File: config.mk
export PLATFORM = sky130hd
export DESIGN_NAME = fetch_wavepool_pipe_buffer
export DESIGN_NICKNAME = d
export VERILOG_FILES = /design/src/rtl/fetch_wavepool_pipe_buffer.sv
export SDC_FILE = /design/constraint.sdc
export NUM_CORES = 1
export LEC_CHECK = 0
export BUFFER_PORTS_ARGS = -buffer_cell sky130_fd_sc_hd__buf_4
export CELL_PAD_IN_SITES_DETAIL_PLACEMENT = 0
export CELL_PAD_IN_SITES_GLOBAL_PLACEMENT = 1
export CORE_ASPECT_RATIO = 0.5
export CORE_MARGIN = 1.5
export CORE_UTILIZATION = 25
export DETAILED_ROUTE_END_ITERATION = 6
export PLACE_DENSITY = 0.55
export SLEW_MARGIN = 10
export SYNTH_ARGS = -nofsm -noshare
export SYNTH_HDL_FRONTEND = slang
export SYNTH_SLANG_ARGS = --single-unit
File: constraint.sdc
create_clock -name clk -period 3.2 [get_ports clk]
set_input_delay 0.32 -clock clk [delete_from_list [all_inputs] [get_ports clk]]
set_output_delay 0.32 -clock clk [all_outputs]
set_load 0.005 [all_outputs]
File: src/rtl/fetch_wavepool_pipe_buffer.sv
// In-order DEPTH-entry buffer between the fetch return path and the wavepool write port, with
// ready/valid backpressure and per-wavefront flush. Optional counters: FETCH_WAVEPOOL_PIPE_PERF_EN.
module fetch_wavepool_pipe_buffer #(
    parameter int unsigned WFID_W  = 6,
    parameter int unsigned PC_W    = 32,
    parameter int unsigned INSTR_W = 32,
    parameter int unsigned DEPTH   = 4
) (
    input  logic                       clk,
    input  logic                       rst,
    input  logic [WFID_W+PC_W:0]       buff_tag,
    input  logic [INSTR_W-1:0]         buff_instr,
    input  logic                       buff_ack,
    output logic                       in_ready,
    output logic                       out_valid,
    input  logic                       out_ready,
    output logic [WFID_W-1:0]          out_wfid,
    output logic [INSTR_W+PC_W-1:0]    out_instr_pc,
    output logic                       out_first,
    input  logic                       flush_valid,
    input  logic [WFID_W-1:0]          flush_wfid,
    output logic [$clog2(DEPTH+1)-1:0] count
`ifdef FETCH_WAVEPOOL_PIPE_PERF_EN
    ,
    output logic [31:0]                stall_cycles,
    output logic [15:0]                killed_entries
`endif
);

    localparam int unsigned PTR_W = $clog2(DEPTH);
    localparam int unsigned CNT_W = $clog2(DEPTH + 1);

    logic [WFID_W-1:0]  wfid_q  [DEPTH];
    logic [PC_W-1:0]    pc_q    [DEPTH];
    logic [INSTR_W-1:0] instr_q [DEPTH];
    logic [DEPTH-1:0]   first_q;

    logic [DEPTH-1:0] valid_q, valid_d;
    logic [DEPTH-1:0] kill_q, kill_d;
    logic [PTR_W-1:0] wr_q, wr_d;
    logic [PTR_W-1:0] rd_q, rd_d;
    logic [CNT_W-1:0] count_q, count_d;

    logic              in_first;
    logic [WFID_W-1:0] in_wfid;
    logic [PC_W-1:0]   in_pc;

    logic head_live;
    logic head_kill;
    logic head_flush_hit;
    logic push;
    logic pop;
    logic retire;

    assign in_first = buff_tag[WFID_W+PC_W];
    assign in_wfid  = buff_tag[PC_W +: WFID_W];
    assign in_pc    = buff_tag[PC_W-1:0];

    assign in_ready  = (count_q != CNT_W'(DEPTH));
    assign head_live = valid_q[rd_q];
    assign head_kill = head_live & kill_q[rd_q];
    assign out_valid = head_live & ~kill_q[rd_q];

    // A flush hitting the presented head wins over the handshake: the head is marked killed
    // instead of popped, and is discarded on the following cycle.
    assign head_flush_hit = flush_valid & (wfid_q[rd_q] == flush_wfid);

    assign push   = buff_ack & in_ready;
    assign pop    = out_valid & out_ready & ~head_flush_hit;
    assign retire = pop | head_kill;

    assign out_wfid     = wfid_q[rd_q];
    assign out_instr_pc = {instr_q[rd_q], pc_q[rd_q]};
    assign out_first    = first_q[rd_q];
    assign count        = count_q;

    always_comb begin
        valid_d = valid_q;
        kill_d  = kill_q;
        wr_d    = wr_q;
        rd_d    = rd_q;

        if (flush_valid) begin
            for (int unsigned i = 0; i < DEPTH; i++) begin
                if (valid_q[i] && (wfid_q[i] == flush_wfid)) begin
                    kill_d[i] = 1'b1;
                end
            end
        end

        if (retire) begin
            valid_d[rd_q] = 1'b0;
            kill_d[rd_q]  = 1'b0;
            rd_d          = rd_q + PTR_W'(1);
        end

        // Not full, so the write slot never aliases a live entry or the retiring head.
        if (push) begin
            valid_d[wr_q] = 1'b1;
            kill_d[wr_q]  = flush_valid & (in_wfid == flush_wfid);
            wr_d          = wr_q + PTR_W'(1);
        end

        count_d = count_q + CNT_W'(push) - CNT_W'(retire);
    end

    always_ff @(posedge clk or negedge rst) begin
        if (!rst) begin
            valid_q <= '0;
            kill_q  <= '0;
            wr_q    <= '0;
            rd_q    <= '0;
            count_q <= '0;
        end else begin
            valid_q <= valid_d;
            kill_q  <= kill_d;
            wr_q    <= wr_d;
            rd_q    <= rd_d;
            count_q <= count_d;
        end
    end

    always_ff @(posedge clk or negedge rst) begin
        if (!rst) begin
            for (int unsigned i = 0; i < DEPTH; i++) begin
                wfid_q[i]  <= '0;
                pc_q[i]    <= '0;
                instr_q[i] <= '0;
            end
            first_q <= '0;
        end else if (push) begin
            wfid_q[wr_q]  <= in_wfid;
            pc_q[wr_q]    <= in_pc;
            instr_q[wr_q] <= buff_instr;
            first_q[wr_q] <= in_first;
        end
    end

`ifdef FETCH_WAVEPOOL_PIPE_PERF_EN
    logic [31:0] stall_q;
    logic [15:0] killed_q;

    always_ff @(posedge clk or negedge rst) begin
        if (!rst) begin
            stall_q  <= '0;
            killed_q <= '0;
        end else begin
            if (out_valid && !out_ready && (stall_q != '1)) begin
                stall_q <= stall_q + 32'd1;
            end
            if (head_kill && (killed_q != '1)) begin
                killed_q <= killed_q + 16'd1;
            end
        end
    end

    assign stall_cycles   = stall_q;
    assign killed_entries = killed_q;
`else
    // Core-only build: no counter state.
`endif

    // The wavepool relies on a held head staying put until it is taken.
    a_head_stable: assert property (@(posedge clk) disable iff (!rst)
        (out_valid && !out_ready) |=>
            ($stable(out_wfid) && $stable(out_instr_pc) && $stable(out_first)));

    a_count_bound: assert property (@(posedge clk) disable iff (!rst)
        count_q <= CNT_W'(DEPTH));

endmodule
Word level (Yosys, flattened, before mapping)
Cells that the tools add are included.
{"block": "word_totals", "elab_cells": 96, "out_inout_bits": 76, "inputBits": 82, "reg_bits": 299}
{"block": "op_classes", "reduce_logical": 7, "magnitude_cmp": 7, "n_eq_ne": 7, "mux": 37, "bitwise_logic": 16, "add_sub_neg": 4}
{"op": "128-bit bitwise mux", "n": 2}
{"op": "32-bit two-way mux", "n": 5}
{"op": "32-bit binary-select mux with 2-bit select", "n": 2}
{"op": "32-bit demux with 2-bit select", "n": 1}
{"op": "6-bit == test", "n": 6}
{"op": "24-bit bitwise mux", "n": 1}
{"op": "4-bit two-way mux", "n": 5}
{"op": "6-bit two-way mux", "n": 3}
{"op": "6-bit binary-select mux with 2-bit select", "n": 1}
{"op": "6-bit demux with 2-bit select", "n": 1}
{"op": "1-bit two-way mux", "n": 9}
{"op": "4-bit bitwise AND", "n": 2}
{"op": "4-bit bitwise mux", "n": 2}
{"op": "1-bit bitwise AND", "n": 7}
{"op": "1-bit logical AND", "n": 7}
{"op": "1-bit binary-select mux with 2-bit select", "n": 3}
{"op": "3-bit greater-or-equal comparator (second input constant)", "n": 2}
{"op": "2-bit by 3-bit < comparator with 1-bit output (second input constant)", "n": 2}
{"op": "2-bit inverter with 3-bit output", "n": 2}
{"op": "2-bit by 1-bit adder with 2-bit output (second input constant)", "n": 2}
{"op": "1-bit demux with 2-bit select", "n": 2}
{"op": "2-bit by 1-bit greater-or-equal comparator with 1-bit output (second input constant)", "n": 2}
{"op": "4-bit inverter", "n": 1}
{"op": "4-bit bitwise OR", "n": 1}
{"op": "other kinds (6)", "n": 7}

Logic depth before layout (Yosys ltp)
Gate-level depths: netlist of run 1.
{"block": "depth", "ltp_word": 12, "ltp_mapped": 12, "ltp_nobuf": 11}

Worst setup path before layout of run 1
OpenSTA, ideal clock, no wires.
{"block": "synth_path", "path_type": "flip-flop to flip-flop", "startpoint": "reg rd_q[0]", "endpoint": "reg count_q[2] (netlist: count[2])", "required_time_ps": 3077, "setup_slack_ps": 265, "path_stages_with_launch": 13, "arrival_time_ps": 2812, "synth_period_minus_slack_ps": 2935, "path_buffers": 1, "setup_time_ps": 123, "path_cell_list": "dfrtp_1 buf_6 mux4_2 xnor2_1 nand4_1 o21ai_2 inv_1 ha_1 inv_1 ha_1 fa_1 xor2_1 xnor2_1"}
{"block": "synth_between", "elab_chain_len": 10, "elab_cells_between_ends": 18, "cone_classes": "add/sub (1); eq/ne (1); mux (7); bitwise (9)"}
{"item": "from (decl)", "line_no": "41", "rtl": "logic [PTR_W-1:0] rd_q, rd_d;"}
{"item": "from (signal assigned)", "line_no": "118", "rtl": "rd_q <= rd_d;"}
{"item": "2-bit inverter with 3-bit output"}
{"item": "6-bit binary-select mux with 2-bit select"}
{"item": "6-bit two-way mux (2 in series)"}
{"item": "named net out_wfid[2]", "line_no": "17", "rtl": "output logic [WFID_W-1:0] out_wfid,"}
{"item": "6-bit == test", "line_no": "66", "rtl": "assign head_flush_hit = flush_valid & (wfid_q[rd_q] == flush_wfid);"}
{"item": "1-bit bitwise AND", "line_no": "66"}
{"item": "1-bit inverter", "line_no": "69", "rtl": "assign pop = out_valid & out_ready & ~head_flush_hit;"}
{"item": "1-bit bitwise AND", "line_no": "69"}
{"item": "1-bit bitwise OR", "line_no": "70", "rtl": "assign retire = pop | head_kill;"}
{"item": "3-bit by 1-bit subtractor with 3-bit output", "line_no": "104", "rtl": "count_d = count_q + CNT_W'(push) - CNT_W'(retire);"}
{"item": "named net count_d[2]", "line_no": "42", "rtl": "logic [CNT_W-1:0] count_q, count_d;"}
{"item": "to (signal assigned)", "line_no": "119", "rtl": "count_q <= count_d;"}
{"item": "to (decl)", "line_no": "42"}
The timed path passes the listed nets, and every way through them passes these cells. The select of a mux whose other input is x is not followed.
A chain may end at the register's enable or synchronous reset.

Worst setup path in the final report of run 1
{"block": "layout_path", "startpoint": "reg rd_q[0]", "endpoint": "reg count_q[2] (netlist: count[2])"}
{"block": "layout_between", "elab_chain_len": 10, "elab_cells_between_ends": 18, "cone_classes": "add/sub (1); eq/ne (1); mux (7); bitwise (9)"}
{"item": "2-bit inverter with 3-bit output (implied by the code)", "line_no": "66"}
{"item": "6-bit binary-select mux with 2-bit select", "line_no": "66"}
{"item": "6-bit two-way mux (implied by the code) (2 in series)", "line_no": "66"}
{"item": "6-bit == test", "line_no": "66"}
{"item": "1-bit bitwise AND", "line_no": "66"}
{"item": "1-bit inverter", "line_no": "69"}
{"item": "1-bit bitwise AND", "line_no": "69"}
{"item": "1-bit bitwise OR *", "line_no": "70"}
{"item": "3-bit by 1-bit subtractor with 3-bit output *", "line_no": "104"}
{"item": "named net count_d[2]", "line_no": "42"}
Mark *: on every way through the listed nets, which the timed path passes. The rest lies on a longest branch. The select of a mux whose other input is x is not followed.

==> metrics.txt, run 1 <==
Vias/cell 4.47; Seq/Total Area, Yosys 55.6%; Die Y 167 um; status completed; area of the multi-input gates 5710 sq um; share of synthesized area spent on multiplexers 36.1%; Synth Area in Adders 1.08%; Die ar. 55300 sq um; total CTS buffers 31; largest net degree at the start of global routing 90; # fillers 5129; initial detailed-routing violation count 287; Startpoint Class register; final-stage net count 1150; routed len/inst 18.8 um; Sequential Area 7490 sq um; DRC Markers 0; Tot GR Track Use 12.3%; family with the most delay on the worst path adder cells; maxcap violations 0; Seq pwr share 37.6%; Worst R2R Setup Slack 0.17 ns; synth warn 0; xor/xnor cell area share of the yosys netlist 2.60%; total power 18.2 mW; CTS H-tree lvls 1; CTS tree yes; Worst-Margin Slew 0.715 ns; VDD IR-drop max 0.406 mV; compound-gate portion of the synthesized area 1.27%; Setup CP Type register to register; most common cell after layout, fill and taps aside dfrtp_1; most frequent cells in the layout dfrtp_1, mux2_1, buf_4, mux4_2, dlygate4sd3_1; slowest CP cell dfrtp_4; clk root buf clkbuf_16; CP max stage delay 0.50 ns; unrepaired setup endpoints after global routing false; Final Max Slew Viols 0; crit path max fanout 4; antenna violations before repair 0; Clock Power Share 19.6%; post-detail-place hpwl 21.5 mm; Routed WL 33.4 mm; largest family of logic cells by synthesized area multiplexers; layout cells sized above 1 29.7%; clk sinks 299; Die Wd 331 um; Post-Syn Area 13500 sq um; number of global-route vias before repair 9102; Clock Pin Slew Worst Setup and Hold Paths 0.07 ns; vias 7924; Int Power 12.4 mW; sw frac 31.7%; Post-Synth Simple-Gate Area 1.20%; core area 52600 sq um; clk_lat worst skew 0.58 ns; initial core utilization 25.6%; Area growth syn-to-layout 29.0%; Cell Chain, Critical Path buf_12 -> mux4_2 -> xnor2_1 -> nand4_1 -> o21ai_2 -> inv_1 -> ha_1 -> inv_1 -> ha_1 -> fa_1 -> xor2_1 -> xnor2_1; Final TNS setup 0 ns; Detail Route Antenna Nets 0; worst clock skew 0.0233 ns; first-pass GRT wire length 53.2 mm; Final Hold Viols 0; Gate Count Post-Synth 823; Synth Register Bits 299; fmax 330 MHz; minimum clock period 3.03 ns; 1st-pass router iterations 4; relative slew slack 51.9%; ANT cells 0; P_leak 7.40 nW; power share of the combinational group 42.8%; net switching power figure 5.76 mW; critical path arrival 3.50 ns; Power per Cell Area 1050 nW/um^2; Critical Path Sink Type register; GPL Wtd Cong 0.777; worst hold path type primary input to register; Buffers on Ports 157; final-report setup violation count 0; CP required 3.66 ns; # IOs 158; Final Cycle Share 94.8%; Synth cell types 30; synth top area cells dfrtp_1, mux2_1, mux4_2, xor2_1, buf_2; Synth top area share 55.6%; Site Rows 59; global route overflow 0; Syn Nets 916; largest area contributor in the netlist dfrtp_1; worst path bufs/invs 3; syn_area_per_cell 16.4 sq um; CTS Buffer Depth 3
[registers in the layout, summed over array words and instances (netlist names)]
signal,count
instr_q,128
kill_q,4
valid_q,4
wr_q,2
first_q,4
count,3
rd_q,2
wfid_q,24
pc_q,128
[per-stage QoR]
step	hold slack (ns)	cell area, sq um	util (%)	worst slack [ns]	cells
after floorplan	0.0244	13500	-	0.265	823
after global placement	0.374	15600	29.6	0.0960	1649
after detailed placement	0.386	15600	29.6	0.0579	1649
after CTS	0.00565	17300	32.9	0.0449	1768
after global routing	0.0229	17400	33.0	0.00971	1774
final	0.0341	17400	33.0	0.167	1774
[power groups by stage]
stage / clock [mW] / combinational (mW) / sequential [mW]
floorplan: 0 / 4.80 / 6.47
global placement: 0 / 7.65 / 6.85
detailed placement: 0 / 7.80 / 6.96
CTS: 3.70 / 7.92 / 6.89
global route: 3.85 / 8.47 / 7.08
finish: 3.57 / 7.77 / 6.84
[routing by layer]
metal | vias up | GRT usage (%) | routed length, um
li1 | 3495 | - | -
met1 | 4307 | 14.6 | 13800
met2 | 74 | 23.1 | 18100
met3 | 48 | 1.75 | 728
met4 | 0 | 2.83 | 664
met5 | - | 0 | 0
[final cells by class]
type                            instances  area share (%)
Sequential cell                       299            43.2
Timing Repair Buffer                  254            13.0
Multi-Input combinational cell        462            32.9
Tap cell                              701            5.05
Clock buffer                           44            5.21
Clock inverter                          5           0.476
Inverter                                9           0.195
[worst paths after layout]
kind                             end          from  cells past startpoint
hold / removal             wfid_q[6]  buff_tag[32]                      2
max in group asynchronous   pc_q[47]           rst                      3
setup reg to reg            count[2]       rd_q[0]                     12
setup / recovery            count[2]       rd_q[0]                     12
min in group asynchronous   pc_q[74]           rst                      2
hold reg to reg             pc_q[39]      pc_q[39]                      1
[what timing repair did]
action | in CTS | in global routing
hold buffers | 70 | 0
gates resized for setup | 5 | 1
buffers inserted | 0 | 6
endpoints found under the hold margin | 357 | 0
setup endpoints to repair | 42 | 17
[synthesized netlist by cell type (all sizes together)]
library cell	instances
nor2b	2
clkbuf	10
xnor2	12
xor2	28
o21ai	6
a221o	4
inv	9
nand2	9
dfrtp	299
ha	10
buf	43
fa	1
nand4	2
and3	4
and2	1
nor4	5
or3b	1
or2	1
mux4	73
mux2	285
o21a	1
nand3	1
a21oi	12
nor3	4
[logic make-up after synthesis]
kind of cell,Yosys count
adders and majority gates,11
buffers and inverters,62
xor gates and xnor gates,40
muxes,358
and+or+nand+nor,30
DFF,299
AOI/OAI and AO/OA,23
Power figures use the tool's default switching activity.
==> run 2, diff against run 1 <==
--- a/config.mk
+++ b/config.mk
@@ -13,6 +13,7 @@
 export CORE_UTILIZATION = 25
 export DETAILED_ROUTE_END_ITERATION = 6
 export PLACE_DENSITY = 0.55
+export RECOVER_POWER = 50
 export SLEW_MARGIN = 10
 export SYNTH_ARGS = -nofsm -noshare
 export SYNTH_HDL_FRONTEND = slang
==> run 2 against run 1 <==
- critical endpoint unchanged
- sequential share of layout area rose by 0.14 points
- via count rose by 0.24%
- register-to-register slack barely moved
- clock power barely moved
- global-route usage did not move
- hold slack improved by 0.0011 ns
- the run now ends with max-capacitance violations, max-slew violations left
- wire length barely moved
- count of clock-buffer cells in the layout did not move
- power fell by 0.30%
- utilization fell by 0.10 points
- first-iteration DRC count rose by 3.5%
==> metrics.txt, run 2 (synthesis results as in run 1) <==
final-stage net count 1150 (unchanged); Critical Path Sink Type register (unchanged); Buffers on Ports 157 (unchanged); Vias/cell 4.48 (was 4.47); antenna violations before repair 0 (unchanged); Setup WS post-layout 0.172 ns (was 0.167 ns); ANT cells 0 (unchanged); final-report setup violation count 0 (unchanged); Die Y 167 um (unchanged); initial detailed-routing violation count 297 (was 287); Site Rows 59 (unchanged); VDD IR-drop max 0.400 mV (was 0.406 mV); largest registers instr_q x128, pc_q x128, wfid_q x24 (unchanged); crit path max fanout 4 (unchanged); most frequent cells in the layout dfrtp_1, mux2_1, buf_4, mux4_2, dlygate4sd3_1 (unchanged); Detail Route Antenna Nets 0 (unchanged); Post-Place Cell Area 15600 sq um (unchanged); layout cells sized above 1 29.4% (was 29.7%); worst path bufs/invs 3 (unchanged); worst hold path type primary input to register (unchanged); Final Cell Area 17300 sq um (was 17400 sq um); # IOs 158 (unchanged); first-pass GRT wire length 53.2 mm (unchanged); Die ar. 55300 sq um (unchanged); Die Wd 331 um (unchanged); Final Max Slew Viols 87 (was 0); Area growth syn-to-layout 28.6% (was 29.0%); CTS Buffer Depth 3 (unchanged); Seq pwr share 37.7% (was 37.6%); GPL Wtd Cong 0.777 (unchanged); failing checks max-capacitance violations, max-slew violations; Setup CP Type register to register (unchanged); CP max stage delay 0.50 ns (about the same); clk sinks 299 (unchanged); family with the most delay on the worst path adder cells (unchanged); 1st-pass router iterations 4 (unchanged); minimum clock period 3.03 ns (about the same); Final Hold Viols 0 (unchanged); number of global-route vias before repair 9102 (unchanged); worst clock skew 0.0215 ns (was 0.0233 ns); Clock Power Share 19.6% (about the same); largest net degree at the start of global routing 90 (unchanged); power share of the combinational group 42.7% (was 42.8%); Worst-Margin Slew 2.33 ns (was 0.715 ns); placed cells 1649 (unchanged); total power 18.1 mW (was 18.2 mW); critical path arrival 3.49 ns (was 3.50 ns); relative slew slack -55.5% (was 51.9%); clk root buf clkbuf_16 (unchanged); clk_lat worst skew 0.57 ns (was 0.58 ns); Routed WL 33.4 mm (about the same); Final Util 32.9% (was 33.0%); initial core utilization 25.6% (unchanged); post-detail-place hpwl 21.5 mm (unchanged); slowest CP cell dfrtp_4 (unchanged); Clock Pin Slew Worst Setup and Hold Paths 0.07 ns (about the same); CP required 3.66 ns (about the same); status finished, violations left (was completed); Cell Chain, Critical Path buf_12 -> mux4_2 -> xnor2_1 -> nand4_1 -> o21ai_2 -> inv_1 -> ha_1 -> inv_1 -> ha_1 -> fa_1 -> xor2_1 -> xnor2_1 (unchanged); routed len/inst 18.8 um (about the same); most common cell after layout, fill and taps aside dfrtp_1 (unchanged); Power per Cell Area 1050 nW/um^2 (about the same); CTS H-tree lvls 1 (unchanged); global route overflow 0 (unchanged); unrepaired setup endpoints after global routing false (unchanged); hold slack final 0.0352 ns (was 0.0341 ns); vias 7943 (was 7924); fmax 330 MHz (about the same); pre-CTS WS 0.0579 ns (unchanged); DRC Markers 0 (unchanged); Final Cycle Share 94.6% (was 94.8%); P_leak 7.36 nW (was 7.40 nW); fin cells 1774 (unchanged); total CTS buffers 31 (unchanged); net switching power figure 5.74 mW (was 5.76 mW); Tot GR Track Use 12.3% (unchanged); sw frac 31.7% (about the same); CTS tree yes (unchanged); maxcap violations 1 (was 0); core area 52600 sq um (unchanged); Final TNS setup 0 ns (unchanged); Startpoint Class register (unchanged); # fillers 5138 (was 5129); Int Power 12.4 mW (about the same)
## run 2: changes by cell type in the layout (fill, tap and decap cells not counted), moves of 2 or more
| cell | previous run | this run |
|---|---|---|
| buf_4 | 168 | 158 |
| clkbuf_4 | 1 | 6 |
| clkbuf_2 | 0 | 4 |
| clkbuf_1 | 5 | 7 |
| nand2_1 | 5 | 7 |
| nand2_4 | 4 | 2 |
## run 2: worst paths after layout
path	depth (start not counted)	slack, ns	start	to
setup / recovery	12	0.17	rd_q[0]	count[2]
hold / removal	2	0.04	buff_tag[32]	wfid_q[6]
setup reg to reg	12	0.17	rd_q[0]	count[2]
hold reg to reg	1	0.49	pc_q[39]	pc_q[39]
max in group asynchronous	2	0.52	rst	rd_q[1]
min in group asynchronous	2	0.96	rst	pc_q[74]
## run 2: layout make-up
type	count	area, sq um	share of cell area (%)
Inverter	9	33.8	0.195
Timing Repair Buffer	254	2210	12.8
Multi-Input combinational cell	462	5700	32.9
Sequential cell	299	7490	43.3
Tap cell	701	877	5.07
Clock inverter	5	82.6	0.477
Clock buffer	44	905	5.23
## run 2: worst register-to-register path, delay by kind of cell, from the launching register on
family	cells	cell delay (ns)
AO/OA/AOI/OAI	1	0.22
XOR/XNOR	3	0.51
multiplexers	1	0.44
AND/OR/NAND/NOR	1	0.16
buffers and inverters	3	0.26
adder cells (fa/ha/maj)	3	0.85
flip-flops	1	0.50
## run 2: what timing repair did
action | 4_1_cts | 5_1_grt
pin swaps | 0 | 0
hold buffers | 70 | 0
endpoints found under the setup margin | 42 | 17
setup buffers | 0 | 6
endpoints found under the hold margin | 357 | 0
gates resized for setup | 5 | 1
## run 2: metal layers
layer	vias up	share of wire, %	GRT usage [%]	routed length (um)
li1	3504	-	-	-
met1	4323	41	14.6	13800
met2	67	54	23.1	18200
met3	49	2.2	1.75	749
met4	0	2.0	2.83	664
met5	-	0	0	0
## run 2: power groups by stage
stage / Clock [mW] / Sequential [mW] / Combinational (mW)
2_1_floorplan: 0 / 6.47 / 4.80
3_3_place_gp: 0 / 6.85 / 7.65
3_5_place_dp: 0 / 6.96 / 7.80
4_1_cts: 3.70 / 6.89 / 7.92
5_1_grt: 3.85 / 7.08 / 8.42
6_report: 3.56 / 6.83 / 7.73
